<file path="src/rtl/cpu_pkg.sv">
// Shared CPU definitions: interrupt FSM encoding, default vector layout and
// the widths of the exe_stage interrupt ports.
package cpu_pkg;

   typedef enum logic [1:0] {
      IDLE    = 2'd0,
      WAIT    = 2'd1,
      ENTER   = 2'd2,
      SERVICE = 2'd3
   } int_fsm_e;

   localparam logic [15:0] DEF_VEC_BASE   = 16'h0010;
   localparam int          DEF_VEC_STRIDE = 4;

   localparam int EXE_INT_W       = 1;
   localparam int EXE_INT_STATE_W = 1;
   localparam int EXE_VEC_W       = 16;

endpackage

</file>
<file path="src/rtl/int_prio_enc.sv">
// Lowest-index-first priority encoder: sel is the lowest set bit of req,
// any flags that at least one bit is set.
module int_prio_enc #(
   parameter int N     = 4,
   parameter int SEL_W = 2
) (
   input  logic [N-1:0]     req,
   output logic [SEL_W-1:0] sel,
   output logic             any
);

   always_comb begin
      // NOTE: every output gets a default before the loop so no latch is inferred.
      sel = '0;
      any = |req;
      for (int i = N - 1; i >= 0; i--) begin
         if (req[i]) sel = SEL_W'(i);
      end
   end

endmodule

</file>
<file path="src/rtl/int_ctrl.sv">
// Interrupt controller: latches irq edges, masks, picks the lowest enabled
// source and sequences entry/service/return for the execute stage.
module int_ctrl
   import cpu_pkg::*;
#(
   parameter int          NUM_SRC    = 4,
   parameter logic [15:0] VEC_BASE   = DEF_VEC_BASE,
   parameter int          VEC_STRIDE = DEF_VEC_STRIDE
) (
   input  logic                          clk,
   input  logic                          rst_n,
   input  logic [NUM_SRC-1:0]            irq,
   input  logic                          mask_we,
   input  logic [NUM_SRC-1:0]            mask_wdata,
   input  logic                          safe,
   input  logic                          ret_commit,
   output logic [EXE_INT_W-1:0]          int_req,
   output logic [EXE_VEC_W-1:0]          int_vec,
   output logic [EXE_INT_STATE_W-1:0]    int_state,
   output logic [NUM_SRC-1:0]            irq_ack,
   output logic [NUM_SRC-1:0]            pending,
   output logic [NUM_SRC-1:0]            mask
);

   localparam int SEL_W = (NUM_SRC > 1) ? $clog2(NUM_SRC) : 1;

   int_fsm_e           state_q;
   logic [SEL_W-1:0]   sel_q;
   logic [NUM_SRC-1:0] irq_q;
   logic [NUM_SRC-1:0] pending_q, pending_d;
   logic [NUM_SRC-1:0] mask_q;
   logic               int_state_q;

   logic [NUM_SRC-1:0] rise;
   logic [NUM_SRC-1:0] eligible;
   logic [SEL_W-1:0]   enc_sel;
   logic               enc_any;

   assign rise     = irq & ~irq_q;
   assign eligible = pending_q & mask_q;

   int_prio_enc #(
      .N     (NUM_SRC),
      .SEL_W (SEL_W)
   ) u_prio (
      .req (eligible),
      .sel (enc_sel),
      .any (enc_any)
   );

   // Outputs decode only registered state; sel_q is frozen for the ENTER cycle.
   assign int_req   = (state_q == ENTER);
   assign irq_ack   = int_req ? (NUM_SRC'(1) << sel_q) : '0;
   assign int_vec   = int_req ? (VEC_BASE + 16'(sel_q) * 16'(VEC_STRIDE)) : '0;
   assign int_state = int_state_q;
   assign pending   = pending_q;
   assign mask      = mask_q;

   // A fresh edge on the source being acknowledged keeps its pending bit set.
   assign pending_d = (pending_q & ~irq_ack) | rise;

   always_ff @(posedge clk or negedge rst_n) begin
      if (!rst_n) begin
         irq_q     <= '0;
         pending_q <= '0;
         mask_q    <= '0;
      end else begin
         // NOTE: sequential state uses non-blocking assignments so every register samples pre-edge values.
         irq_q     <= irq;
         pending_q <= pending_d;
         if (mask_we) mask_q <= mask_wdata;
      end
   end

   always_ff @(posedge clk or negedge rst_n) begin
      if (!rst_n) begin
         state_q     <= IDLE;
         sel_q       <= '0;
         int_state_q <= 1'b0;
      end else begin
         case (state_q)
            IDLE: begin
               if (enc_any) state_q <= WAIT;
            end
            WAIT: begin
               if (!enc_any) begin
                  state_q <= IDLE;
               end else if (safe) begin
                  state_q <= ENTER;
                  sel_q   <= enc_sel;
               end
            end
            ENTER: begin
               state_q     <= SERVICE;
               int_state_q <= 1'b1;
            end
            SERVICE: begin
               if (ret_commit) begin
                  state_q     <= IDLE;
                  int_state_q <= 1'b0;
               end
            end
            default: state_q <= IDLE;
         endcase
      end
   end

endmodule

</file>
<file path="config.mk">
export PLATFORM = sky130hd
export DESIGN_NAME = int_ctrl
export DESIGN_NICKNAME = d
export VERILOG_FILES = /design/src/rtl/cpu_pkg.sv /design/src/rtl/int_prio_enc.sv /design/src/rtl/int_ctrl.sv
export SDC_FILE = /design/constraint.sdc
export NUM_CORES = 1
export LEC_CHECK = 0
export CORE_MARGIN = 2
export CORE_UTILIZATION = 30
export CTS_CLUSTER_DIAMETER = 50
export DETAILED_ROUTE_END_ITERATION = 8
export SLEW_MARGIN = 0
export SYNTH_ARGS = -nofsm -noshare
export SYNTH_HDL_FRONTEND = slang
export SYNTH_HIERARCHICAL = 1
export SYNTH_SLANG_ARGS = --single-unit
</file>
<file path="constraint.sdc">
create_clock -name clk -period 1.5 [get_ports clk]
set_clock_uncertainty 0.2 [all_clocks]
set_input_delay 0.3 -clock clk [delete_from_list [all_inputs] [get_ports clk]]
set_output_delay 0.3 -clock clk [all_outputs]
set_load 0.005 [all_outputs]
</file>
# Word level (Yosys, flattened, before mapping)

Index checks and enable logic that the tools add are counted.

Bits in registers: 17
Bits in latches: 0
Memory bits (writable): 0
ROM bits: 0
Input bits: 13
Output and inout bits: 30
Word-level logic and storage cells: 39
Memories kept: 0

Add/subtract/negate cells: 1
Multipliers: 0
Divide/modulo/power cells: 0
$lt $le $gt $ge: 0
Equal/unequal tests: 6
Shifts and indexed selects: 1
Mux-type cells: 13
Bitwise logic cells: 6
Reductions and logical operators: 6

Operator list:

| cell                | count |
|---|---|
| $mux 2              | 8 |
| $and 4x4->4         | 3 |
| $not 4->4           | 2 |
| $pmux 2 s4          | 1 |
| $add 5x4->6 const A | 1 |
| $mux 6              | 1 |
| $reduce_and 3->1    | 2 |
| $eq 2x2->1 const B  | 2 |
| $mux 4              | 1 |
| $ne 2x2->1 const B  | 2 |
| $or 4x4->4          | 1 |
| $reduce_or 4->1     | 1 |
| $shl 1x2->4 const A | 1 |
| $ne 3x3->1 const B  | 1 |
| $eq 2x1->1 const B  | 1 |
| $logic_not 2->1     | 1 |
| $pmux 1 s2          | 1 |
| $reduce_and 2->1    | 1 |
| $reduce_bool 2->1   | 1 |
| $mux 1              | 1 |

# Depth between registers and ports, before layout

Depth after elaboration: 5
Mapped depth: 5
Depth with buffers taken out: 5

# Cells and area by module

The synthesis kept the hierarchy.

By module, submodules not included:

| module       | instances | cells an instance | area an instance (um^2) | seq. area each (um^2) |
|---|---|---|---|---|
| int_ctrl     | 1         | 71                | 857.1                   | 425.4 |
| int_prio_enc | 1         | 7                 | 35.0                    | 0.0 |

# Worst setup path before layout

No wires, ideal clock.

Kind: reg-to-reg
From: reg mask_q[2] (netlist: mask[2])
To: reg sel_q[0]
Library setup time: 125 ps
Arrival: 1183 ps
Data required time: 1175 ps
Setup slack: -8 ps
Stages on the path, launching flop included: 6
Buffers on the path: 0
Clock period less this slack: 1508 ps
Path through: dfrtp_1 and2_1 nor2_1 nand2_1 nand4b_4 mux2_4

Elaborated cells between the ends (all ways): 6
Classes of those cells: 3 x mux; 1 x bitwise; 2 x reduce/logical

RTL lines:

| what                              | RTL line           | text |
|---|---|---|
| start: declaration                | int_ctrl.sv:31     | `logic [NUM_SRC-1:0] mask_q;` |
| start signal: assignment          | int_ctrl.sv:71     | `if (mask_we) mask_q <= mask_wdata;` |
| $and 4x4->4                       | int_ctrl.sv:40     | `assign eligible = pending_q & mask_q;` |
| net eligible[2]                   | int_ctrl.sv:35     | `logic [NUM_SRC-1:0] eligible;` |
| $reduce_or 4->1                   | int_prio_enc.sv:15 | `any = \|req;` |
| net enc_any                       | int_ctrl.sv:37     | `logic enc_any;` |
| $reduce_and 3->1 (no source line) | --                 |  |
| end signal: assignment            | int_ctrl.sv:90     | `sel_q <= enc_sel;` |
| end: declaration                  | int_ctrl.sv:28     | `logic [SEL_W-1:0] sel_q;` |

The timed path passes the listed nets, and every way through them passes these cells.
A chain may end at the register's enable or synchronous reset.

# Worst setup path after layout

From: reg state_q[0]
To: out int_vec[3]

Cells in the longest elaborated chain, start to end: 2

Ends and longest elaborated chain:

| what                     | RTL line       | text |
|---|---|---|
| start: declaration       | int_ctrl.sv:27 | `int_fsm_e state_q;` |
| start signal: assignment | int_ctrl.sv:77 | `state_q <= IDLE;` |
| start signal: assignment | int_ctrl.sv:83 | `if (enc_any) state_q <= WAIT;` |
| start signal: assignment | int_ctrl.sv:87 | `state_q <= IDLE;` |
| $eq 2x2->1               | int_ctrl.sv:52 | `assign int_req = (state_q == ENTER);` |
| $mux 6                   | int_ctrl.sv:54 | `assign int_vec = int_req ? (VEC_BASE + 16'(sel_q) * 16'(VEC_STRIDE)) : '0;` |
| end: declaration         | int_ctrl.sv:18 | `output logic [EXE_VEC_W-1:0] int_vec,` |

No other way between the ends.

==> summary.txt <==
Status
  – Run status: complete, but fails checks
  – Violated checks: negative setup slack

Setup path
  – CP startpoint kind: flip-flop
  – Crit path DAT: 1.30 ns
  – Crit path cell chain: buf_6, nor2b_4, buf_6, and2_4, buf_6
  – Worst Setup End Kind: output pin
  – Crit path depth: 5
  – Buffers and inverters on the worst path: 3
  – Origin of the critical flop-to-flop path: pending[2]$_DFF_PN0_
  – Worst path slowest cell: dfrtp_2
  – WS Path Type: reg -> out
  – Required time worst endpoint: 1.00 ns
  – Slowest cell delay on critical path: 0.44 ns
  – Reg-to-reg slack, setup: 0.02 ns
  – RR Endpoint: sel_q[1]$_DFFE_PN0P_
  – Worst r2r path cells: 5
  – CP Max Fanout: 3
  – Most used cell, CP: buf_6
  – Delay-heaviest family, CP: flip-flops

Die
  – Ports: 43
  – Die X: 58.53 um
  – Die area: 3426 um2
  – Die height: 58.53 um
  – Core area: 2781 um2
  – Rows: 19
  – Initial core utilization: 32.07%

Clock network
  – CTS tree: yes
  – Clock root buffer: clkbuf_4
  – Clock Sinks: 17
  – H-tree levels: 1
  – Clk slew on worst S/H paths: 0.10 ns
  – Post-CTS Hold Buffers: 0
  – Worst-Skew Late Latency: 0.29 ns
  – Max clock buf depth: 2
  – Cts bufs inserted: 3

Detailed routing
  – First-iteration detailed-routing DRC count: 4
  – DR DRC count: 0
  – Drt first pass iters: 3
  – ANT nets after route: 0
  – Routed length per instance: 11.84 um
  – Via/cell ratio: 4.420
  – Total Routed Length: 2061 um
  – Via count: 769

Run
  – Max-cap violations: 0

Placed design
  – Detail Placement HPWL: 1399 um
  – Port buffer count: 29
  – Final Wtd Congestion: 0.6509
  – Pre-CTS WS: -0.3096 ns

Finish
  – Nets@finish: 157
  – Share of layout cells above drive strength 1: 55.24%
  – End-of-flow core utilization: 52.59%
  – Antenna cells: 0
  – Area growth from synthesis to layout: 63.95%

Global routing
  – Met3 Use GR: 2.637%
  – Largest net degree at the start of global routing: 18
  – GR Overflow Total: 0
  – Met2 usage: 24.40%
  – Vias in the first global route: 784
  – Initial antenna violation count: 0
  – First-pass GRT wire length: 3305 um
  – Gr busiest metal: met2
  – Grt met1 use: 14.13%
  – Total GRT Usage: 12.71%

Synthesis
  – Post-synth EDFFs: 0
  – Synth Flop Type: dfrtp_1
  – Share of the synthesized area in the top cell type: 47.69%
  – Count leader, synth: dfrtp_1
  – Post-Syn Instances: 78
  – #FFs+latches synth: 17
  – Cell Area, Synth: 892.1 um2
  – Synth top area cells: dfrtp_1 (48%), buf_4 (13%), mux2_2 (5.0%)
  – Synth Warn #: 6
  – Synthesized area per cell: 11.44 um2
  – Sequential element share of the synthesized area: 47.69%
  – Async set-reset flop share out of synthesis: 100.0%
  – Largest area contributor in the netlist: dfrtp_1
  – Top cells by count, synth: dfrtp_1 (17), buf_4 (15), inv_1 (9), and2_1 (6), mux2_2 (4)
  – Netlist cell types: 25

Timing
  – Fin worst setup slack: -0.2955 ns
  – Final setup vio count: 8
  – Peak Freq: 556.9 MHz
  – Fin crit period: 1.796 ns
  – Tcrit/Tclk final: 119.7%
  – Unrepaired setup endpoints after global routing: true
  – Slew Limit Fails: 0
  – Final hold violations: 0

Pwr
  – VDD IR max: 1.151 mV
  – PD cells: 1574 nW/um2
  – Leak: 0.7580 nW
  – Power Total: 2.302 mW

Worst hold path
  – Min-delay worst type: in -> async
registers in the layout, indices dropped and copies added, names as in the netlist, named ones only:
signal     flops
pending        4
sel_q          2
state_q        1
int_state      1
irq_q          4
mask           4
worst reg2reg max path, stage by stage (launching register included):
cell      delay [ns]
dfrtp_1         0.41
and2_4          0.16
nor2_4          0.11
nand2_2         0.08
nand4b_4        0.10
mux2_4          0.30
metrics by stage:
stage	hold WS, ns	TNS (ns)	area, um2	instances
after floorplan	-0.1956	-0.01687	937.1	90
after global placement	0.2175	-2.365	1285	153
after detailed placement	0.2263	-2.693	1285	153
after CTS	0.1380	-2.045	1416	172
after global routing	0.1478	-2.504	1463	174
final	0.1312	-2.001	1463	174
routing by layer:
metal / wire length [um] / share of wire [%]
met5: 0 / 0
met4: 25 / 1.2
met3: 112 / 5.4
met2: 1134 / 55
met1: 788 / 38
power by group:
group | total [mW] | internal [mW] | switching, mW | leakage, nW
clock network | 0.243 | 0.103 | 0.140 | 0.0150
registers | 0.677 | 0.587 | 0.0902 | 0.187
logic | 1.38 | 0.902 | 0.480 | 0.556
layout by cell type (no fill, tap or decap), types with 4 or more instances in the layout:
cell type         n
dfrtp_1          14
and2_4            5
buf_6            14
clkdlybuf4s50_1  12
buf_4            25
mux2_2            4
inv_1             9
buf_2            13
conb_1           13
repair_timing:
item / in CTS / in global routing
endpoints found under the setup margin: 19 / 12
setup buffers: 19 / 3
pin swaps: 9 / 6
gates resized for setup: 86 / 8
how the worst max path moves through the flow:
stage / from / endpoint
2_1_floorplan: mask[2]$_DFFE_PN0P_ / sel_q[0]$_DFFE_PN0P_
3_3_place_gp: sel_q[1]$_DFFE_PN0P_ / irq_ack[0]
3_5_place_dp: sel_q[0]$_DFFE_PN0P_ / irq_ack[0]
4_1_cts: state_q[0]$_DFFE_PN0P_ / irq_ack[0]
5_1_grt: sel_q[1]$_DFFE_PN0P_ / irq_ack[0]
6_report: state_q[0]$_DFFE_PN0P_ / int_vec[3]
layout make-up:
class | instances | area [um2]
Clock buffer | 4 | 26.28
Fill cell | 255 | 1319
Sequential cell | 17 | 429.2
Timing Repair Buffer | 65 | 539.3
Multi-Input combinational cell | 48 | 395.4
Inverter | 9 | 33.78
Tap cell | 31 | 38.79
kinds of logic after synthesis:
| logic type | Yosys count | share of synthesized area [%] |
|---|---|---|
| flops | 17 | 47.69 |
| other cells | 1 | 0.4204 |
| compound gates | 10 | 7.996 |
| mux | 6 | 8.415 |
| buf+inv | 25 | 17.67 |
| simple gates | 19 | 17.81 |
No activity file was read; power rests on OpenSTA's default activity.
